**src/rtl/shift_right_seq_if.sv**
```systemverilog
// Operand/result handshake bundle for the sequential right shifter.
// The master side issues operands and consumes results; the slave side is the shifter.
interface shift_right_seq_if #(
  parameter int WIDTH = 64
);
  logic             in_valid;
  logic             in_ready;
  logic [WIDTH-1:0] A;
  logic [WIDTH-1:0] B;
  logic             arith;
  logic             out_valid;
  logic             out_ready;
  logic [WIDTH-1:0] Y;

  modport master (
    output in_valid,
    input  in_ready,
    output A,
    output B,
    output arith,
    input  out_valid,
    output out_ready,
    input  Y
  );

  modport slave (
    input  in_valid,
    output in_ready,
    input  A,
    input  B,
    input  arith,
    output out_valid,
    input  out_ready,
    output Y
  );
endinterface

```
**src/rtl/shift_right_seq.sv**
```systemverilog
// Sequential SRL/SRA unit: one radix-2 stage per clock, fixed latency of STAGES cycles,
// valid/ready on both the operand and result side.
module shift_right_seq #(
  parameter int WIDTH  = 64,
  parameter int STAGES = 6
) (
  input  logic              clk,
  input  logic              rst_n,
  shift_right_seq_if.slave  bus
);

  localparam int CNT_W = $clog2(STAGES);
  localparam logic [CNT_W-1:0] LAST_STAGE = CNT_W'(STAGES - 1);

  localparam logic [1:0] ST_IDLE  = 2'd0;
  localparam logic [1:0] ST_SHIFT = 2'd1;
  localparam logic [1:0] ST_DONE  = 2'd2;

  logic [1:0]        state_reg, state_next;
  logic [CNT_W-1:0]  cnt_reg,   cnt_next;
  logic [WIDTH-1:0]  work_reg,  work_next;
  logic [STAGES-1:0] amt_reg,   amt_next;
  logic              fill_reg,  fill_next;

  logic              accept;
  logic [WIDTH-1:0]  stage_out [STAGES];
  logic [WIDTH-1:0]  stage_sel;
  logic              unused_b;

  // Upper shift-amount bits are architecturally ignored.
  assign unused_b = ^bus.B[WIDTH-1:STAGES];

  assign bus.in_ready  = (state_reg == ST_IDLE);
  assign bus.out_valid = (state_reg == ST_DONE);
  assign bus.Y         = work_reg;

  assign accept = bus.in_valid && (state_reg == ST_IDLE);

  // Candidate result of every stage; the counter picks the one applied this cycle.
  genvar gi;
  generate
    for (gi = 0; gi < STAGES; gi++) begin : g_stage
      localparam int SH = 1 << gi;
      assign stage_out[gi] = amt_reg[gi] ? {{SH{fill_reg}}, work_reg[WIDTH-1:SH]} : work_reg;
    end
  endgenerate

  always_comb begin
    stage_sel = work_reg;
    for (int k = 0; k < STAGES; k++) begin
      if (cnt_reg == CNT_W'(k)) begin
        stage_sel = stage_out[k];
      end
    end
  end

  always_comb begin
    state_next = state_reg;
    cnt_next   = cnt_reg;
    work_next  = work_reg;
    amt_next   = amt_reg;
    fill_next  = fill_reg;
    unique case (state_reg)
      ST_IDLE: begin
        if (accept) begin
          work_next  = bus.A;
          amt_next   = bus.B[STAGES-1:0];
          fill_next  = bus.arith & bus.A[WIDTH-1];
          cnt_next   = '0;
          state_next = ST_SHIFT;
        end
      end
      ST_SHIFT: begin
        // Every stage runs even when its amount bit is clear, so latency never varies.
        work_next = stage_sel;
        cnt_next  = cnt_reg + 1'b1;
        if (cnt_reg == LAST_STAGE) begin
          state_next = ST_DONE;
        end
      end
      ST_DONE: begin
        if (bus.out_ready) begin
          state_next = ST_IDLE;
        end
      end
      default: begin
        state_next = ST_IDLE;
      end
    endcase
  end

  always_ff @(posedge clk or negedge rst_n) begin
    if (!rst_n) begin
      state_reg <= ST_IDLE;
      cnt_reg   <= '0;
      work_reg  <= '0;
      amt_reg   <= '0;
      fill_reg  <= 1'b0;
    end else begin
      state_reg <= state_next;
      cnt_reg   <= cnt_next;
      work_reg  <= work_next;
      amt_reg   <= amt_next;
      fill_reg  <= fill_next;
    end
  end

  // Result must stay put while the consumer stalls.
  a_hold_stable: assert property (@(posedge clk) disable iff (!rst_n)
    (bus.out_valid && !bus.out_ready) |=> (bus.out_valid && $stable(bus.Y)));

  a_no_overlap: assert property (@(posedge clk) disable iff (!rst_n)
    !(bus.in_ready && bus.out_valid));

endmodule

```
**src/flat_wrapper.sv**
```systemverilog
// flat-port wrapper written by rule: the top's interface ports become plain ports
module shift_right_seq_flat 
#(
  parameter int WIDTH  = 64,
  parameter int STAGES = 6
)
  (clk, rst_n, bus_in_valid, bus_in_ready, bus_A, bus_B, bus_arith, bus_out_valid, bus_out_ready, bus_Y);
  shift_right_seq_if #(.WIDTH(WIDTH)) bus_i ();
  input  logic clk;
  input  logic rst_n;
  input wire logic [$bits(bus_i.in_valid)-1:0] bus_in_valid;
  output wire logic [$bits(bus_i.in_ready)-1:0] bus_in_ready;
  input wire logic [$bits(bus_i.A)-1:0] bus_A;
  input wire logic [$bits(bus_i.B)-1:0] bus_B;
  input wire logic [$bits(bus_i.arith)-1:0] bus_arith;
  output wire logic [$bits(bus_i.out_valid)-1:0] bus_out_valid;
  input wire logic [$bits(bus_i.out_ready)-1:0] bus_out_ready;
  output wire logic [$bits(bus_i.Y)-1:0] bus_Y;
  assign bus_i.in_valid = bus_in_valid;
  assign bus_in_ready = bus_i.in_ready;
  assign bus_i.A = bus_A;
  assign bus_i.B = bus_B;
  assign bus_i.arith = bus_arith;
  assign bus_out_valid = bus_i.out_valid;
  assign bus_i.out_ready = bus_out_ready;
  assign bus_Y = bus_i.Y;
  shift_right_seq #(.WIDTH(WIDTH), .STAGES(STAGES)) u_core (.clk(clk), .rst_n(rst_n), .bus(bus_i));
endmodule
```
**config.mk**
```make
export PLATFORM = sky130hd
export DESIGN_NAME = shift_right_seq_flat
export DESIGN_NICKNAME = d
export VERILOG_FILES = /design/src/rtl/shift_right_seq_if.sv /design/src/rtl/shift_right_seq.sv /design/src/flat_wrapper.sv
export SDC_FILE = /design/constraint.sdc
export NUM_CORES = 1
export LEC_CHECK = 0
export BUFFER_PORTS_ARGS = -buffer_cell sky130_fd_sc_hd__buf_4
export CORE_UTILIZATION = 54
export CTS_CLUSTER_DIAMETER = 200
export CTS_CLUSTER_SIZE = 40
export DETAILED_ROUTE_END_ITERATION = 7
export PLACE_DENSITY = 0.83
export SYNTH_ARGS = -nofsm -noshare
export SYNTH_HDL_FRONTEND = slang
export SYNTH_SLANG_ARGS = --single-unit
```
**constraint.sdc**
```tcl
create_clock -name clk -period 4.12 [get_ports clk]
set_clock_uncertainty 0.05 [all_clocks]
set_input_delay 0.824 -clock clk [delete_from_list [all_inputs] [get_ports clk]]
set_output_delay 0.824 -clock clk [all_outputs]
set_load 0.005 [all_outputs]
```
==> impl_metrics.env, run 1 <==
export IMPL_pwr_share_seq_pct=23.1
export IMPL_synth_compound_area_share_pct=34.9
export IMPL_finalCriticalPeriod_ps=3060
export IMPL_cp_start_kind="flip-flop"
export IMPL_ys_types=50
export IMPL_routed_via_density=7.10
export IMPL_clock_latency_ps=360
export IMPL_share_comb_of_total_power_pct=67.0
export IMPL_cts_tree="built"
export IMPL_track_usage_pct=39.0
export IMPL_areaGrowthSynthToFinish_pct=20.0
export IMPL_grt_overflow_total=0
export IMPL_synth_cell_area_um2=6830
export IMPL_cts_root_buf="clkbuf_16"
export IMPL_seq_area_frac_synth_pct=27.8
export IMPL_ctsResizeCount=0
export IMPL_ys_warn_count=0
export IMPL_ant_nets=0
export IMPL_drtIter0Drc=1378
export IMPL_p_int_mw=4.58
export IMPL_outcome="finished, final reports clean"
export IMPL_io_pins=199
export IMPL_synth_xor_xnor_area_share_pct=0
export IMPL_drive_above_1_share_pct=26.1
export IMPL_cp_data_required_time_ps=4310
export IMPL_vdd_drop_max_v=0.000631
export IMPL_grt_antenna_before_repair=0
export IMPL_synth_top_family_by_area="compound AO/OA/AOI/OAI gates"
export IMPL_cts_buffers=9
export IMPL_setup_slack_ps=1060
export IMPL_die_x_um=114
export IMPL_cts_hold_buffers=0
export IMPL_worstMarginPinSlew_ps=1050
export IMPL_synthAdderAreaFrac_pct=1.28
export IMPL_path_clk_slew_ps=70
export IMPL_diodes=0
export IMPL_min_path_type="flip-flop to flip-flop"
export IMPL_ctsLongestPathBuffers=2
export IMPL_start_util_pct=56.2
export IMPL_fin_crit_sh_pct=74.4
export IMPL_ys_ff_latch=76
export IMPL_wl_per_cell_um=23.1
export IMPL_vias=7795
export IMPL_finalHoldViolations=0
export IMPL_grt_pass1_vias=6997
export IMPL_drt_pass1_iterations=7
export IMPL_fmax_ghz=0.326
export IMPL_io_buffers=140
export IMPL_finalMaxSlewViolations=0
export IMPL_tns_ps=0
export IMPL_leakage_nw=3.47
export IMPL_route_detailed_drc=0
export IMPL_clkPwrFrac_pct=9.9
export IMPL_die_h_um=114
export IMPL_drv_cap=0
export IMPL_pre_cts_ws_ps=1200
export IMPL_grt_first_pass_wirelength_mm=39.2
export IMPL_crit_arrival_ps=3250
export IMPL_nets=1065
export IMPL_cts_setup_buffers=0
export IMPL_rsz0062_at_grt="false"
export IMPL_worst_hold_path_num_cells=1
export IMPL_yosys_area_share_simple_pct=15.0
export IMPL_synthArstFlopShare_pct=100
export IMPL_switching_power_mw=4.47
export IMPL_worstRegToRegCells=5
export IMPL_power_density_nw_per_um2=1100
export IMPL_htreeDepth=3
export IMPL_wl_mm=25.3
export IMPL_die_area_um2=13100
export IMPL_grt_max_degree=93
export IMPL_syn_nets=983
export IMPL_critPathMaxFanout=64
export IMPL_max_slew_margin_pct=29.9
export IMPL_cts_sinks=76
export IMPL_synth_ff_type="dfrtp_1"
export IMPL_cp_end_kind="flip-flop"
export IMPL_row_count=40
export IMPL_path_class="flip-flop to flip-flop"
export IMPL_finalSetupViolCount=0
export IMPL_dp_hpwl_mm=16.3
export IMPL_synth_edf_count=0
export IMPL_switching_share_pct=49.4
export IMPL_largest_register_ffs=64
export IMPL_synth_avg_cell_area_um2=8.10
export IMPL_core_area_um2=12200
export IMPL_place_gp_congestion=0.959
export IMPL_synth_mux_area_share_pct=12.6
export IMPL_syn_inst=843
[per-layer routing]
layer | part of all wire (%) | vias up | routed length, um | global-route usage (%)
met4 | 4.7 | 0 | 1180 | 20.7
li1 | - | 3343 | - | -
met5 | 0 | - | 0 | 0
met1 | 38 | 3610 | 9500 | 53.0
met2 | 44 | 721 | 11000 | 57.7
met3 | 14 | 121 | 3600 | 9.00
[Yosys cell counts, types with 8 or more instances]
| cell | n | area share (%) |
|---|---|---|
| a221o_1 | 10 | 1.5 |
| o31a_1 | 8 | 1.0 |
| nor2_1 | 71 | 3.9 |
| nand2_1 | 39 | 2.1 |
| o21bai_1 | 17 | 1.9 |
| o22ai_1 | 28 | 2.6 |
| o221a_2 | 13 | 2.1 |
| mux2_2 | 45 | 7.4 |
| a21oi_1 | 89 | 6.5 |
| nor3b_1 | 18 | 2.0 |
| nand3b_1 | 29 | 3.2 |
| buf_2 | 13 | 0.95 |
| a22oi_1 | 19 | 2.1 |
| a2111oi_0 | 15 | 1.9 |
| inv_1 | 44 | 2.4 |
| nor2b_1 | 8 | 0.73 |
| o221ai_1 | 21 | 2.7 |
| o21ai_0 | 63 | 4.6 |
| mux2i_1 | 33 | 4.8 |
| nand2b_1 | 21 | 1.9 |
| clkbuf_1 | 61 | 3.4 |
| a221oi_1 | 37 | 4.7 |
| dfrtp_1 | 76 | 28 |
[cell usage in the layout (no fill, tap or decap), types with 17 or more instances in the layout]
cell / n
mux2i_1: 33
nor3b_1: 18
a221oi_1: 37
o22ai_1: 28
a22oi_1: 19
o21ai_0: 63
o21bai_1: 17
inv_1: 43
nand2b_1: 20
nand3b_1: 29
dfrtp_1: 76
o221ai_1: 21
buf_4: 160
nand2_1: 39
a21oi_1: 89
mux2_2: 45
nor2_1: 71
[worst paths after layout]
path | start | end | slack (ps)
setup / recovery | u_core.cnt_reg[2]$_DFFE_PN0P_ | u_core.bus.Y[15]$_DFFE_PN0P_ | 1060
hold / removal | u_core.bus.Y[0]$_DFFE_PN0P_ | u_core.bus.Y[0]$_DFFE_PN0P_ | 450
setup reg to reg | u_core.cnt_reg[2]$_DFFE_PN0P_ | u_core.bus.Y[15]$_DFFE_PN0P_ | 1060
hold reg to reg | u_core.bus.Y[0]$_DFFE_PN0P_ | u_core.bus.Y[0]$_DFFE_PN0P_ | 450
max in group asynchronous | rst_n | u_core.bus.Y[38]$_DFFE_PN0P_ | 2740
min in group asynchronous | rst_n | u_core.bus.Y[5]$_DFFE_PN0P_ | 600
[layout make-up]
type | instances | area, um2
repair buffers | 161 | 1220
clock buffers | 12 | 246
fillers | 1001 | 3970
well taps | 168 | 210
multi-input cells | 633 | 4380
inverters | 44 | 165
flip-flops and latches | 76 | 1900
clock inverters | 4 | 72.6
[worst max-delay path: stages, from the launching register on]
cell and delay, ps:
dfrtp_1 630, buf_4 530, nand2_1 470, o211ai_1 410
buf_12 400, mux2_2 390
[power by group through the flow]
stage | combinational, mW | sequential, mW | clock [mW]
6_report | 6.07 | 2.09 | 0.895
5_1_grt | 6.54 | 2.10 | 0.911
4_1_cts | 5.92 | 2.01 | 0.889
3_5_place_dp | 5.89 | 2.03 | 0
3_3_place_gp | 5.76 | 2.01 | 0
2_1_floorplan | 4.46 | 1.68 | 0
[metrics by stage]
step / utilization (%) / total power [mW] / cells / instance area [um2] / hold slack (ps)
floorplan: - / 6.14 / 843 / 6830 / 422
global placement: 64.8 / 7.78 / 1082 / 7880 / 438
detailed placement: 64.8 / 7.91 / 1082 / 7880 / 446
CTS: 67.4 / 8.82 / 1098 / 8190 / 459
global route: 67.4 / 9.55 / 1098 / 8190 / 468
finish: 67.4 / 9.05 / 1098 / 8190 / 454
[kinds of logic after synthesis]
| family | after synthesis |
|---|---|
| AND/OR/NAND/NOR | 197 |
| adder cells (fa/ha/maj) | 7 |
| AO/OA/AOI/OAI | 349 |
| multiplexers | 80 |
| flip-flops | 76 |
| buffers and inverters | 134 |
(Power assumes the default switching activity.)
==> run 2, diff against run 1 <==
Settings changed: ABC_AREA set to 1, CORE_UTILIZATION 54 to 48, PLACE_DENSITY 0.83 to 0.78.
Clock period 4.12 ns to 2.5 ns, I/O delays scaled along.
==> run 2 against run 1 <==
  * Wire length is 3.6% lower
  * Die area is 8.6% higher
  * Critical path depth is 7 higher
  * Design area is 0.26% higher
  * Fmax is 29% higher
  * Clock power is 52% higher
  * Global-route usage is 3.9 points lower
  * Cell count is 33% higher
  * Combinational power is 63% higher
  * Register-to-register slack worse by 930 ps
  * Area after synthesis is 3.3% lower
  * Critical path type unchanged
  * Largest cell class unchanged
  * Highest routed layer unchanged
==> impl_metrics.env, run 2 <==
export IMPL_yosys_top_cells_area="dfrtp_1 29%, nand2_1 27%, o21ai_0 9.3%"
export IMPL_seq_area_frac_synth_pct=28.8
export IMPL_yosys_area_share_simple_pct=40.9
export IMPL_ys_ff_latch=76
export IMPL_route_detailed_drc=0
export IMPL_rsz0062_at_grt="false"
export IMPL_cp_start_kind="flip-flop"
export IMPL_clkPwrFrac_pct=9.5
export IMPL_max_slew_margin_pct=52.5
export IMPL_syn_nets=1315
export IMPL_wl_mm=24.4
export IMPL_power_mw=14.3
export IMPL_power_density_nw_per_um2=1740
export IMPL_grt_overflow_total=0
export IMPL_grt_pass1_vias=7571
export IMPL_cpLargestDelayFamily="buffers and inverters"
export IMPL_yosys_area_top_type="dfrtp_1"
export IMPL_path_class="flip-flop to flip-flop"
export IMPL_p_int_mw=6.45
export IMPL_synth_xor_xnor_area_share_pct=0
export IMPL_synth_compound_area_share_pct=17.9
export IMPL_finalCriticalPeriod_ps=2380
export IMPL_drv_cap=0
export IMPL_synth_top_area_share_pct=28.8
export IMPL_finalMaxSlewViolations=0
export IMPL_worstMarginPinSlew_ps=705
export IMPL_leakage_nw=4.47
export IMPL_placed_cell_area_um2=7910
export IMPL_start_util_pct=49.5
export IMPL_switching_power_mw=7.83
export IMPL_path_cells="inv_2 > ha_1 > buf_4 > nand2_1 > nand3_1 > a21oi_1 > nor2_4 > nand2_2 > inv_2 > buf_12 > nor2_1 > nor2_1"
export IMPL_synthArstFlopShare_pct=100
export IMPL_synth_cell_area_um2=6600
export IMPL_synthTopCellsByCount="476 x nand2_1, 123 x o21ai_0, 116 x nor2_1"
export IMPL_die_x_um=119
export IMPL_outcome="finished, final reports clean"
export IMPL_switching_share_pct=54.8
export IMPL_synth_top_family_by_area="simple AND/OR/NAND/NOR gates"
export IMPL_path_clk_slew_ps=60
export IMPL_ctsLongestPathBuffers=2
export IMPL_die_area_um2=14200
export IMPL_ys_warn_count=0
export IMPL_crit_arrival_ps=2560
export IMPL_htreeDepth=3
export IMPL_critPathMaxFanout=37
export IMPL_dp_hpwl_mm=16.9
export IMPL_crit_buf_inv=4
export IMPL_cts_tree="built"
export IMPL_synth_avg_cell_area_um2=5.62
export IMPL_cts_sinks=76
export IMPL_synth_ff_type="dfrtp_1"
export IMPL_cpPeakStageDelay_ps=520
export IMPL_io_buffers=140
export IMPL_grt_max_degree=64
export IMPL_row_count=42
export IMPL_finalHoldViolations=0
export IMPL_grt_first_pass_wirelength_mm=39.1
export IMPL_ys_types=22
export IMPL_cts_buffers=9
export IMPL_share_comb_of_total_power_pct=69.2
export IMPL_cp_end_kind="flip-flop"
export IMPL_fmax_ghz=0.421
export IMPL_finalSetupViolCount=0
export IMPL_synthAdderAreaFrac_pct=1.33
export IMPL_drtIter0Drc=1189
export IMPL_routed_via_density=5.67
export IMPL_final_common_cell="nand2_1"
export IMPL_cts_root_buf="clkbuf_16"
export IMPL_largest_register_ffs=64
export IMPL_cp_data_required_time_ps=2690
export IMPL_core_area_um2=13300
export IMPL_nets=1422
export IMPL_syn_inst=1175
export IMPL_areaGrowthSynthToFinish_pct=24.4
export IMPL_drive_above_1_share_pct=15.7
export IMPL_place_gp_congestion=0.922
export IMPL_pwr_share_seq_pct=21.2
export IMPL_drt_pass1_iterations=6
export IMPL_vdd_drop_max_v=0.00139
export IMPL_clock_latency_ps=360
export IMPL_final_cell_mix="473 x nand2_1, 159 x buf_4, 123 x o21ai_0"
export IMPL_grt_antenna_before_repair=0
export IMPL_min_path_type="input pin to asynchronous set/reset pin"
export IMPL_synth_edf_count=0
export IMPL_die_h_um=119
export IMPL_io_pins=199
export IMPL_vias=8294
export IMPL_synth_mux_area_share_pct=0
export IMPL_yosysMostFrequentCell="nand2_1"
export IMPL_cp_slowest_cell="dfrtp_1"
export IMPL_fin_crit_sh_pct=95.1
export IMPL_design_area_um2=8220
export IMPL_wl_per_cell_um=16.7
export IMPL_track_usage_pct=35.1
export IMPL_tns_ps=0
export IMPL_ant_nets=0
export IMPL_diodes=0
run 2: changes by cell type in the layout (fill, tap and decap cells not counted), sizes merged, moves of 22 or more:
cell | before | now
nand3 | 2 | 87
nor2 | 71 | 119
a221oi | 37 | 0
o21ai | 64 | 127
nand3b | 29 | 0
inv | 44 | 103
mux2i | 33 | 0
mux2 | 47 | 0
nand2 | 39 | 479
o22ai | 28 | 6
run 2: area by class of cell:
class	count	area [um2]
timing repair buffer	170	1410
tap	176	220
sequential	76	1900
multi-input combinational	922	3990
clock inverter	5	50.0
inverter	103	389
clock buffer	11	253
fill	1376	5130
run 2: final timing paths:
check | start | endpoint | cells after the start | slack [ps]
max | u_core.cnt_reg[2]$_DFFE_PN0P_ | u_core.bus.Y[7]$_DFFE_PN0P_ | 12 | 120
min | rst_n | u_core.amt_reg[1]$_DFFE_PN0P_ | 1 | 60
max reg2reg | u_core.cnt_reg[2]$_DFFE_PN0P_ | u_core.bus.Y[7]$_DFFE_PN0P_ | 12 | 120
min reg2reg | u_core.amt_reg[1]$_DFFE_PN0P_ | u_core.amt_reg[1]$_DFFE_PN0P_ | 2 | 440
max in group asynchronous | rst_n | u_core.bus.Y[13]$_DFFE_PN0P_ | 2 | 1740
min in group clk | bus_out_ready | u_core.state_reg[1]$_DFFE_PN0P_ | 2 | 280
run 2: cell families after synthesis:
logic type | Yosys count
AO/OA/AOI/OAI | 230
adder cells (fa/ha/maj) | 7
buffers and inverters | 177
flip-flops | 76
AND/OR/NAND/NOR | 685
run 2: power by group through the flow:
stage          clock, mW  sequential, mW  combinational (mW)
2_1_floorplan          0            2.61                6.63
3_3_place_gp           0            2.98                9.48
3_5_place_dp           0            2.98                9.66
4_1_cts             1.36            2.97                9.73
5_1_grt             1.41            3.08                11.1
6_report            1.36            3.03                9.89
run 2: routing by layer:
metal / track usage, % / share of wire, % / routed length [um] / vias up
met3: 5.84 / 11 / 2670 / 85
li1: - / - / - / 3936
met5: 0 / 0 / 0 / -
met1: 46.7 / 39 / 9640 / 3726
met2: 55.5 / 46 / 11200 / 547
met4: 16.6 / 3.7 / 894 / 0
run 2: repair_timing:
action	in CTS	in global routing
hold buffers	0	0
setup buffers	0	0
gates resized for setup	0	2
setup endpoints to repair	0	44
run 2: per-stage QoR:
stage	setup slack, ps	cells	hold WS [ps]	utilization, %
after floorplan	469	1175	154	-
after global placement	231	1447	426	59.2
after detailed placement	179	1447	426	59.2
after CTS	148	1463	77.2	61.5
after global routing	10.5	1463	92.6	61.5
final	123	1463	57.0	61.5
